<file path="src/rtl/univ_shift_reg.sv">
// Universal shift register with parallel load, five single-step shift modes
// and a burst sequencer that performs Count shifts in a row.
//
// Ports:
//   clk         rising-edge clock
//   Reset_n     asynchronous active-low reset
//   Load        parallel load of Din; highest priority and aborts a burst
//   Din         parallel load data
//   Mode        000 lsr, 001 lsl, 010 asr, 011 ror, 100 rol, 101-111 hold
//   Shift_EN    single-step shift request (honoured when not busy)
//   Start       start a burst of Count shifts (honoured when not busy)
//   Count       burst length, sampled together with Start
//   Shift_IN_R  serial bit entering the MSB on logical right shift
//   Shift_IN_L  serial bit entering the LSB on logical left shift
//   Dout        register contents
//   Shift_Out   bit that left the register on the most recent shift
//   Busy        burst in progress
//   Done        one-cycle pulse when a burst completes
module univ_shift_reg #(
    parameter int N     = 8,
    parameter int CNT_W = $clog2(N) + 1
) (
    input  logic             clk,
    input  logic             Reset_n,
    input  logic             Load,
    input  logic [N-1:0]     Din,
    input  logic [2:0]       Mode,
    input  logic             Shift_EN,
    input  logic             Start,
    input  logic [CNT_W-1:0] Count,
    input  logic             Shift_IN_R,
    input  logic             Shift_IN_L,
    output logic [N-1:0]     Dout,
    output logic             Shift_Out,
    output logic             Busy,
    output logic             Done
);

    typedef enum logic [1:0] {
        IDLE = 2'd0,
        BUSY = 2'd1,
        DONE = 2'd2
    } state_t;

    state_t           state_q, state_d;
    logic [CNT_W-1:0] cnt_q, cnt_d;
    logic [2:0]       mode_q, mode_d;
    logic [N-1:0]     dout_q, dout_d;
    logic             sout_q, sout_d;

    // Shifter: a burst uses the mode latched at Start, a single step the live Mode.
    logic [2:0]   sh_mode;
    logic [N-1:0] sh_val;
    logic         sh_bit;

    always_comb begin
        sh_mode = (state_q == BUSY) ? mode_q : Mode;
        sh_val  = dout_q;
        sh_bit  = sout_q;
        case (sh_mode)
            3'b000: begin
                sh_val = {Shift_IN_R, dout_q[N-1:1]};
                sh_bit = dout_q[0];
            end
            3'b001: begin
                sh_val = {dout_q[N-2:0], Shift_IN_L};
                sh_bit = dout_q[N-1];
            end
            3'b010: begin
                sh_val = {dout_q[N-1], dout_q[N-1:1]};
                sh_bit = dout_q[0];
            end
            3'b011: begin
                sh_val = {dout_q[0], dout_q[N-1:1]};
                sh_bit = dout_q[0];
            end
            3'b100: begin
                sh_val = {dout_q[N-2:0], dout_q[N-1]};
                sh_bit = dout_q[N-1];
            end
            default: begin
                sh_val = dout_q;
                sh_bit = sout_q;
            end
        endcase
    end

    // State and datapath registers
    always_ff @(posedge clk or negedge Reset_n) begin
        if (!Reset_n) begin
            state_q <= IDLE;
            cnt_q   <= '0;
            mode_q  <= '0;
            dout_q  <= '0;
            sout_q  <= 1'b0;
        end else begin
            state_q <= state_d;
            cnt_q   <= cnt_d;
            mode_q  <= mode_d;
            dout_q  <= dout_d;
            sout_q  <= sout_d;
        end
    end

    // Next-state and next-datapath logic; priority Load > Start > Shift_EN
    always_comb begin
        state_d = state_q;
        cnt_d   = cnt_q;
        mode_d  = mode_q;
        dout_d  = dout_q;
        sout_d  = sout_q;
        if (Load) begin
            state_d = IDLE;
            dout_d  = Din;
        end else begin
            case (state_q)
                BUSY: begin
                    dout_d = sh_val;
                    sout_d = sh_bit;
                    cnt_d  = cnt_q - CNT_W'(1);
                    if (cnt_q == CNT_W'(1)) begin
                        state_d = DONE;
                    end
                end
                default: begin
                    if (Start) begin
                        mode_d  = Mode;
                        cnt_d   = Count;
                        // A zero-length burst completes without shifting.
                        state_d = (Count == '0) ? DONE : BUSY;
                    end else if (Shift_EN) begin
                        dout_d  = sh_val;
                        sout_d  = sh_bit;
                        state_d = IDLE;
                    end else begin
                        state_d = IDLE;
                    end
                end
            endcase
        end
    end

    // Outputs decode directly from registered state, so they are glitch-free.
    always_comb begin
        Busy      = (state_q == BUSY);
        Done      = (state_q == DONE);
        Dout      = dout_q;
        Shift_Out = sout_q;
    end

endmodule

</file>
<file path="config.mk">
export PLATFORM = sky130hd
export DESIGN_NAME = univ_shift_reg
export DESIGN_NICKNAME = d
export VERILOG_FILES = /design/src/rtl/univ_shift_reg.sv
export SDC_FILE = /design/constraint.sdc
export NUM_CORES = 1
export LEC_CHECK = 0
export BUFFER_PORTS_ARGS = -buffer_cell sky130_fd_sc_hd__buf_4
export CAP_MARGIN = 5
export CORE_MARGIN = 1
export CORE_UTILIZATION = 25
export CTS_BUF_LIST = sky130_fd_sc_hd__clkbuf_4
export DETAILED_ROUTE_END_ITERATION = 10
export PLACE_DENSITY = 0.56
export SLEW_MARGIN = 20
export SYNTH_ARGS = -nofsm -noshare
export SYNTH_HDL_FRONTEND = slang
export SYNTH_SLANG_ARGS = --single-unit
export TNS_END_PERCENT = 10
</file>
<file path="constraint.sdc">
create_clock -name clk -period 3.84 [get_ports clk]
set_clock_uncertainty 0.2 [all_clocks]
set_input_delay 0.768 -clock clk [delete_from_list [all_inputs] [get_ports clk]]
set_output_delay 0.768 -clock clk [all_outputs]
set_load 0.005 [all_outputs]
</file>
==> flow_metrics.py, run 1 <==
metrics = {
    "setup_path": {
        "startpoint": "state_q[1]",
        "r2r_end": "Shift_Out",
        "worstSetupEndpointType": "flip-flop",
        "reg2reg_setup_slack_ns": 1.01,
        "start_kind": "flip-flop",
        "arrival_ns": 2.82,
        "cp_max_fo": 15,
        "cp.required_ns": 3.83,
        "endpoint": "Shift_Out",
        "r2r-start": "state_q[1]",
        "worst_r2r_path_depth": 6,
        "crit_type": "reg2reg",
    },
    "sta": {
        "slew_violations": 0,
        "worstMarginPinSlew_ns": 0.5833,
        "hold_viol_final": 0,
        "finalCriticalPeriod_ns": 2.830,
        "setup_viol": 0,
        "grt_setup_unrepaired": "no",
        "max-slew-margin-rel": 0.6111,
        "fmax_mhz": 353.3,
        "fin_crit_sh": 0.7370,
        "tns_ns": 0,
    },
    "pwr": {
        "ir_worst_vdd_v": 0.00008820,
        "leakagePower_nw": 0.6541,
        "power_density_nw_per_um2": 425.7,
    },
    "yosys": {
        "synth_warnings": 0,
        "ys_types": 35,
        "synthArstFlopShare": 1.000,
        "ys_ff_latch": 18,
        "yosysMostFrequentCell": "dfrtp_1",
        "dominantRegCellSynth": "dfrtp_1",
        "yosys.area.top_type_share": 0.3943,
        "yosys-top-cells-count": "dfrtp_1 (18), nand2_1 (17), mux2i_1 (9), nor2_1 (9), o21ai_0 (8)",
        "avgSynthCellArea_sq_um": 9.441,
        "yosys.area.top_type": "dfrtp_1",
        "synthCells": 121,
        "synthesis.area_sq_um": 1142,
        "synth_top_cells_by_area": "dfrtp_1 (39%), mux2i_1 (7.9%), nand2_1 (5.6%)",
        "synth_edf_count": 0,
        "seq_area_frac_synth": 0.3943,
        "synth_nets": 145,
    },
    "outcome": {
        "status": "complete, no violations",
    },
    "placed_design": {
        "place.gp.congestion": 0.8247,
        "portBuffers": 32,
        "hpwlAfterDp_mm": 2.168,
        "placedCellCount": 199,
    },
    "job": {
        "maxCapViolations": 0,
    },
    "clocking": {
        "htreeDepth": 1,
        "clock_latency_ns": 0.29,
        "cts_resized": 0,
        "clockBufferDepth": 2,
        "path_clk_slew_ns": 0.10,
        "clockRootBuffer": "clkbuf_4",
        "cts_tree": "built",
        "cts_hold_buf": 0,
        "cts_buffers": 3,
        "cts_setup_buffers": 0,
        "cts.sink_count": 18,
    },
    "detailed_routing": {
        "drt_wl_total_mm": 2.820,
        "route.detailed.drc": 0,
        "drt_iter0_markers": 78,
        "via_per_inst": 5.134,
        "num_vias": 1037,
        "drt-wirelength-per-cell_um": 13.96,
        "postRouteAntennaNets": 0,
        "dr.pass1.iters": 4,
    },
    "global_route": {
        "grtUsageTotal": 0.1199,
        "grt_max_degree": 21,
        "grt_pass1_wl_mm": 4.705,
        "antenna_found_initial": 0,
        "grt_pass1_vias": 1032,
        "grt-ovfl-total": 0,
    },
    "finish": {
        "drive_gt1_frac": 0.3067,
        "antennaDiodeCount": 0,
        "nets": 176,
        "final_cells": 202,
        "synthToLayoutAreaGrowth_pct": 25.30,
        "utilization": 0.3265,
    },
    "hold_path": {
        "hp-class": "in2async",
    },
    "floorplanning": {
        "dieHeight_um": 69.60,
        "std_cell_rows": 24,
        "dieArea_sq_um": 4843,
        "die_width_um": 69.60,
        "core_area_sq_um": 4384,
        "pin_count": 33,
        "start_util": 0.2606,
    },
}
## where the power goes
part / internal [mW] / switching, mW / total, mW
clock network: 0.0364 / 0.0573 / 0.0937
registers: 0.233 / 0.0424 / 0.275
logic: 0.124 / 0.116 / 0.241
total: 0.393 / 0.216 / 0.609
## cells by family after synthesis
family                     share of synthesized area
muxes                                         0.1544
DFF                                           0.3943
buffers and inverters                        0.06242
AOI/OAI and AO/OA                             0.2147
adders and majority gates                    0.02190
and+or+nand+nor                               0.1522
## how the worst min path moves through the flow
stage / end / start / cells past startpoint
6_report: Dout[3] / Reset_n / 1
3_5_place_dp: Shift_Out / Shift_Out / 1
2_1_floorplan: Dout[0] / Reset_n / 0
4_1_cts: Dout[2] / Reset_n / 1
5_1_grt: Dout[2] / Reset_n / 1
3_3_place_gp: Shift_Out / Shift_Out / 1
## metrics by stage
stage               instance area, sq um  power, mW  worst slack, ns  hold slack (ns)
floorplan                           1142     0.4308            1.448           0.2724
global placement                    1409     0.5150            1.078           0.2973
detailed placement                  1409     0.5214           0.9918           0.3062
CTS                                 1431     0.6168            1.007           0.1275
global route                        1431     0.6579           0.8194           0.1297
finish                              1431     0.6093            1.010           0.1277
## worst max-delay path: stages, from the launching register on
cell,delay [ns]
dfrtp_1,0.36
nand2b_1,0.48
inv_4,0.14
o31ai_2,0.41
a32o_1,0.53
mux2_4,0.34
mux2_2,0.25
## placed cells by master (no fill, tap or decap), types with 2 or more instances in the layout
master	n
ha_1	2
nor3_1	2
mux2_4	2
nand2b_1	4
a32o_1	2
mux2_2	5
a21oi_1	3
nand3_1	2
clkbuf_4	3
buf_4	32
nand2_1	17
a211oi_1	2
o221ai_1	6
inv_1	6
o21ai_0	8
a22oi_1	2
mux2i_1	9
dfrtp_1	18
or4_1	2
nor2_1	9
## routing by layer
metal,up-vias,track usage,wire length [um]
li1,507,-,-
met3,4,0.008721,140
met5,-,0,0
met4,0,0.05442,46
met2,35,0.1942,1309
met1,491,0.1630,1323
## flip-flops by register name, summed over array words and instances (netlist names)
register,flops
Dout,8
Shift_Out,1
cnt_q,4
mode_q,3
state_q,2
## cell type report
| type | instances | area (sq um) |
|---|---|---|
| tap | 52 | 65.06 |
| fill | 471 | 2953 |
| multi-input combinational | 89 | 620.6 |
| sequential | 18 | 450.4 |
| clock buffer | 3 | 22.52 |
| timing repair buffer | 32 | 240.2 |
| inverter | 8 | 32.53 |
No activity file was read; power rests on OpenSTA's default activity.
==> inputs of run 2 (changes only) <==
- clock period: 3.84 -> 2.9 ns (I/O delays scaled with it)
==> flow_metrics.py, run 2 (same netlist as run 1, synthesis figures left out) <==
metrics = {
    "placed_design": {
        "placedCellCount": 201,
        "place.gp.congestion": 0.8107,
        "hpwlAfterDp_mm": 2.218,
        "portBuffers": 32,
    },
    "setup_path": {
        "arrival_ns": 2.32,
        "worst_r2r_path_depth": 6,
        "reg2reg_setup_slack_ns": 0.57,
        "r2r_end": "Shift_Out",
        "cp_max_fo": 9,
        "worstSetupEndpointType": "flip-flop",
        "cp.required_ns": 2.89,
        "start_kind": "flip-flop",
        "crit_type": "reg2reg",
        "r2r-start": "state_q[1]",
    },
    "sta": {
        "finalCriticalPeriod_ns": 2.329,
        "max-slew-margin-rel": 0.6567,
        "worstMarginPinSlew_ns": 0.5095,
        "tns_ns": 0,
        "hold_viol_final": 0,
        "grt_setup_unrepaired": "no",
        "slew_violations": 0,
        "fin_crit_sh": 0.8032,
        "fmax_mhz": 429.3,
        "setup_viol": 0,
    },
    "hold_path": {
        "min_path_cells": 3,
        "hp-class": "in2reg",
        "min-delay-start": "Din[3]",
        "hold_end": "Dout[3]",
    },
    "clocking": {
        "clockRootBuffer": "clkbuf_4",
        "cts_tree": "built",
        "htreeDepth": 1,
        "clock_latency_ns": 0.29,
        "cts.sink_count": 18,
        "cts_setup_buffers": 0,
        "clockBufferDepth": 2,
        "cts_buffers": 3,
        "path_clk_slew_ns": 0.11,
    },
    "pwr": {
        "ir_worst_vdd_v": 0.0001548,
        "leakagePower_nw": 0.6679,
        "power_density_nw_per_um2": 558.5,
    },
    "outcome": {
        "status": "complete, no violations",
    },
    "floorplanning": {
        "core_area_sq_um": 4384,
        "std_cell_rows": 24,
        "start_util": 0.2606,
        "dieArea_sq_um": 4843,
        "dieHeight_um": 69.60,
        "pin_count": 33,
        "die_width_um": 69.60,
    },
    "finish": {
        "multi_input_area_sq_um": 620.6,
        "final_cell_mix": "buf_4 (34), dfrtp_1 (18), nand2_1 (17), mux2i_1 (9), nor2_1 (9)",
        "drive_gt1_frac": 0.3137,
        "nets": 179,
        "final_cells": 205,
        "ff_latch_area_sq_um": 450.4,
        "synthToLayoutAreaGrowth_pct": 27.49,
        "mostFrequentLayoutCell": "buf_4",
        "largest_reg_flops": 8,
        "antennaDiodeCount": 0,
        "fillers": 470,
    },
    "detailed_routing": {
        "drt-wirelength-per-cell_um": 13.81,
        "drt_iter0_markers": 45,
        "dr.pass1.iters": 4,
        "via_per_inst": 5.078,
        "route.detailed.drc": 0,
        "postRouteAntennaNets": 0,
        "num_vias": 1041,
        "drt_wl_total_mm": 2.832,
    },
    "global_route": {
        "grtUsageTotal": 0.1234,
        "grt_pass1_vias": 1030,
        "grt_pass1_wl_mm": 4.809,
        "antenna_found_initial": 0,
        "grt-ovfl-total": 0,
        "grt_max_degree": 21,
        "grtUsageMet1": 0.1671,
        "use_met3": 0.02907,
        "busiest_layer": "met2",
        "use_met2": 0.1877,
    },
    "job": {
        "maxCapViolations": 0,
    },
}
-- run 2: cell types whose count changed in the layout (fill, tap and decap cells not counted) --
cell and delta:
dlygate4sd3_1 +1, buf_4 +2
-- run 2: worst max-delay path by stage --
stage	start	endpoint	slack, ns
6_report	state_q[1]	Shift_Out	0.57
5_1_grt	state_q[1]	Shift_Out	0.44
4_1_cts	state_q[1]	Shift_Out	0.56
3_5_place_dp	Mode[2]	Shift_Out	0.51
3_3_place_gp	Mode[2]	Shift_Out	0.60
2_1_floorplan	state_q[1]	Shift_Out	0.68
-- run 2: area by class of cell --
| type | count | area share |
|---|---|---|
| multi-input combinational | 89 | 0.4261 |
| tap | 52 | 0.04467 |
| sequential | 18 | 0.3093 |
| inverter | 8 | 0.02234 |
| timing repair buffer | 35 | 0.1821 |
| clock buffer | 3 | 0.01546 |
-- run 2: power by group --
part	switching (mW)	internal (mW)	total, mW
Sequential	0.0536	0.308	0.362
Combinational	0.155	0.171	0.326
Clock	0.0771	0.0483	0.125
-- run 2: what timing repair did --
action,CTS,global route
resized for setup,0,0
hold buffers,1,0
endpoints found under the hold margin,18,0
-- run 2: per-stage QoR --
stage,hold slack (ns),util,power [mW],cell area [sq um],setup slack [ns]
after floorplan,0.08441,-,0.5704,1142,0.6771
after global placement,0.2673,0.3248,0.6886,1424,0.5964
after detailed placement,0.2670,0.3248,0.6939,1424,0.5094
after CTS,0.2922,0.3322,0.8217,1456,0.5604
after global routing,0.2769,0.3322,0.8749,1456,0.4382
final,0.2964,0.3322,0.8134,1456,0.5706
-- run 2: metal layers --
metal	vias up	wire length, um
li1	512	-
met1	487	1292
met2	38	1347
met3	4	164
met4	0	28
met5	-	0
-- run 2: critical path, cell delays in order, from the launching register on --
cell and delay [ns]:
dfrtp_1 0.39, nand2b_1 0.27, inv_4 0.18, o31ai_2 0.12
o21ai_2 0.35, nand2b_1 0.34, mux2_2 0.37
==> inputs of run 3 (changes only) <==
- clock period: 2.9 -> 2.2 ns (I/O delays scaled with it)
==> flow_metrics.py, run 3 (same netlist as run 1, synthesis figures left out) <==
metrics = {
    "detailed_routing": {
        "drt-wirelength-per-cell_um": 13.99,
        "postRouteAntennaNets": 0,
        "dr.pass1.iters": 4,
        "drt_iter0_markers": 50,
        "num_vias": 1111,
        "drt_wl_total_mm": 3.007,
        "via_per_inst": 5.167,
        "route.detailed.drc": 0,
    },
    "setup_path": {
        "crit_type": "reg2reg",
        "worstSetupEndpointType": "flip-flop",
        "arrival_ns": 2.08,
        "crit_path_top_delay_cell": "or4b_4",
        "critPathMaxStageDelay_ns": 0.51,
        "cp_max_fo": 7,
        "crit_chain": "or4b_4 > o31ai_2 > a32o_2 > buf_4 > mux2i_1 > o221ai_2",
        "start_kind": "flip-flop",
        "cp.required_ns": 2.17,
    },
    "finish": {
        "antennaDiodeCount": 0,
        "final_cell_mix": "buf_4 (43), dfrtp_1 (18), nand2_1 (17), mux2i_1 (9), nor2_1 (9)",
        "synthToLayoutAreaGrowth_pct": 37.57,
        "drive_gt1_frac": 0.3926,
        "design_area_sq_um": 1572,
        "utilization": 0.3584,
        "largest_reg_flops": 8,
        "nets": 188,
        "mostFrequentLayoutCell": "buf_4",
        "final_cells": 215,
    },
    "placed_design": {
        "portBuffers": 32,
        "dp_slack_ns": -0.006654,
        "hpwlAfterDp_mm": 2.315,
        "placedCellCount": 209,
        "dpl_cell_area_sq_um": 1489,
        "place.gp.congestion": 0.8120,
    },
    "sta": {
        "hold-worst-slack_ns": 0.1465,
        "fmax_mhz": 473.3,
        "fin_crit_sh": 0.9603,
        "tns_ns": 0,
        "setup_slack_ns": 0.08723,
        "setup_viol": 0,
        "max-slew-margin-rel": 0.6062,
        "finalCriticalPeriod_ns": 2.113,
        "worstMarginPinSlew_ns": 0.5845,
        "slew_violations": 0,
        "hold_viol_final": 0,
    },
    "floorplanning": {
        "core_area_sq_um": 4384,
        "std_cell_rows": 24,
        "dieHeight_um": 69.60,
        "start_util": 0.2606,
        "pin_count": 33,
        "die_width_um": 69.60,
        "dieArea_sq_um": 4843,
    },
    "outcome": {
        "status": "complete, no violations",
    },
    "global_route": {
        "grtUsageTotal": 0.1300,
        "grt-ovfl-total": 0,
        "grt_pass1_vias": 1118,
        "antenna_found_initial": 0,
        "grt_pass1_wl_mm": 5.257,
        "grt_max_degree": 21,
    },
    "clocking": {
        "cts_tree": "built",
        "htreeDepth": 1,
        "cts_buffers": 3,
        "path_clk_slew_ns": 0.11,
        "clockBufferDepth": 2,
        "clockRootBuffer": "clkbuf_4",
        "cts.sink_count": 18,
        "clock_latency_ns": 0.29,
    },
    "pwr": {
        "ir_worst_vdd_v": 0.0001861,
        "total_power_mw": 1.151,
        "leakagePower_nw": 0.7330,
        "power_density_nw_per_um2": 732.4,
    },
    "hold_path": {
        "hp-class": "in2reg",
    },
    "job": {
        "maxCapViolations": 0,
    },
}
## run 3: critical path: cells and delay by family, from the launching register on
family,cells,cell delay (ns)
DFF,1,0.45
and+or+nand+nor,1,0.51
AOI/OAI and AO/OA,3,0.42
muxes,1,0.23
buffers and inverters,1,0.19
## run 3: where the power goes
part | total (mW) | switching (mW) | internal, mW
combinational | 0.494 | 0.225 | 0.269
sequential | 0.484 | 0.0781 | 0.406
clock | 0.173 | 0.107 | 0.0660
total | 1.15 | 0.410 | 0.741
## run 3: repair_timing
item	4_1_cts	5_1_grt
pin swaps	0	1
setup buffers	0	1
endpoints found under the hold margin	18	0
hold buffers	1	0
resized for setup	1	7
setup endpoints to repair	7	8
## run 3: final cells by class
type	instances	area, sq um
Fill cell	438	2813
Multi-Input combinational cell	89	659.4
Sequential cell	18	450.4
Timing Repair Buffer	44	332.8
Tap cell	52	65.06
Inverter	8	37.54
Clock buffer	3	22.52
Clock inverter	1	3.754
## run 3: worst paths after layout
check,endpoint,cells past startpoint,slack [ns],start
max,Dout[1],6,0.09,mode_q[1]
min,Dout[5],3,0.15,Din[5]
max reg2reg,Dout[1],6,0.09,mode_q[1]
min reg2reg,Shift_Out,1,0.34,Shift_Out
max in group asynchronous,mode_q[1],2,1.24,Reset_n
min in group asynchronous,Dout[7],2,0.35,Reset_n
## run 3: layer usage
metal | vias to the layer above | global-route usage | part of all wire
li1 | 539 | - | -
met1 | 544 | 0.1755 | 0.46
met2 | 24 | 0.2147 | 0.49
met3 | 4 | 0.01308 | 0.036
met4 | 0 | 0.04762 | 0.013
met5 | - | 0 | 0
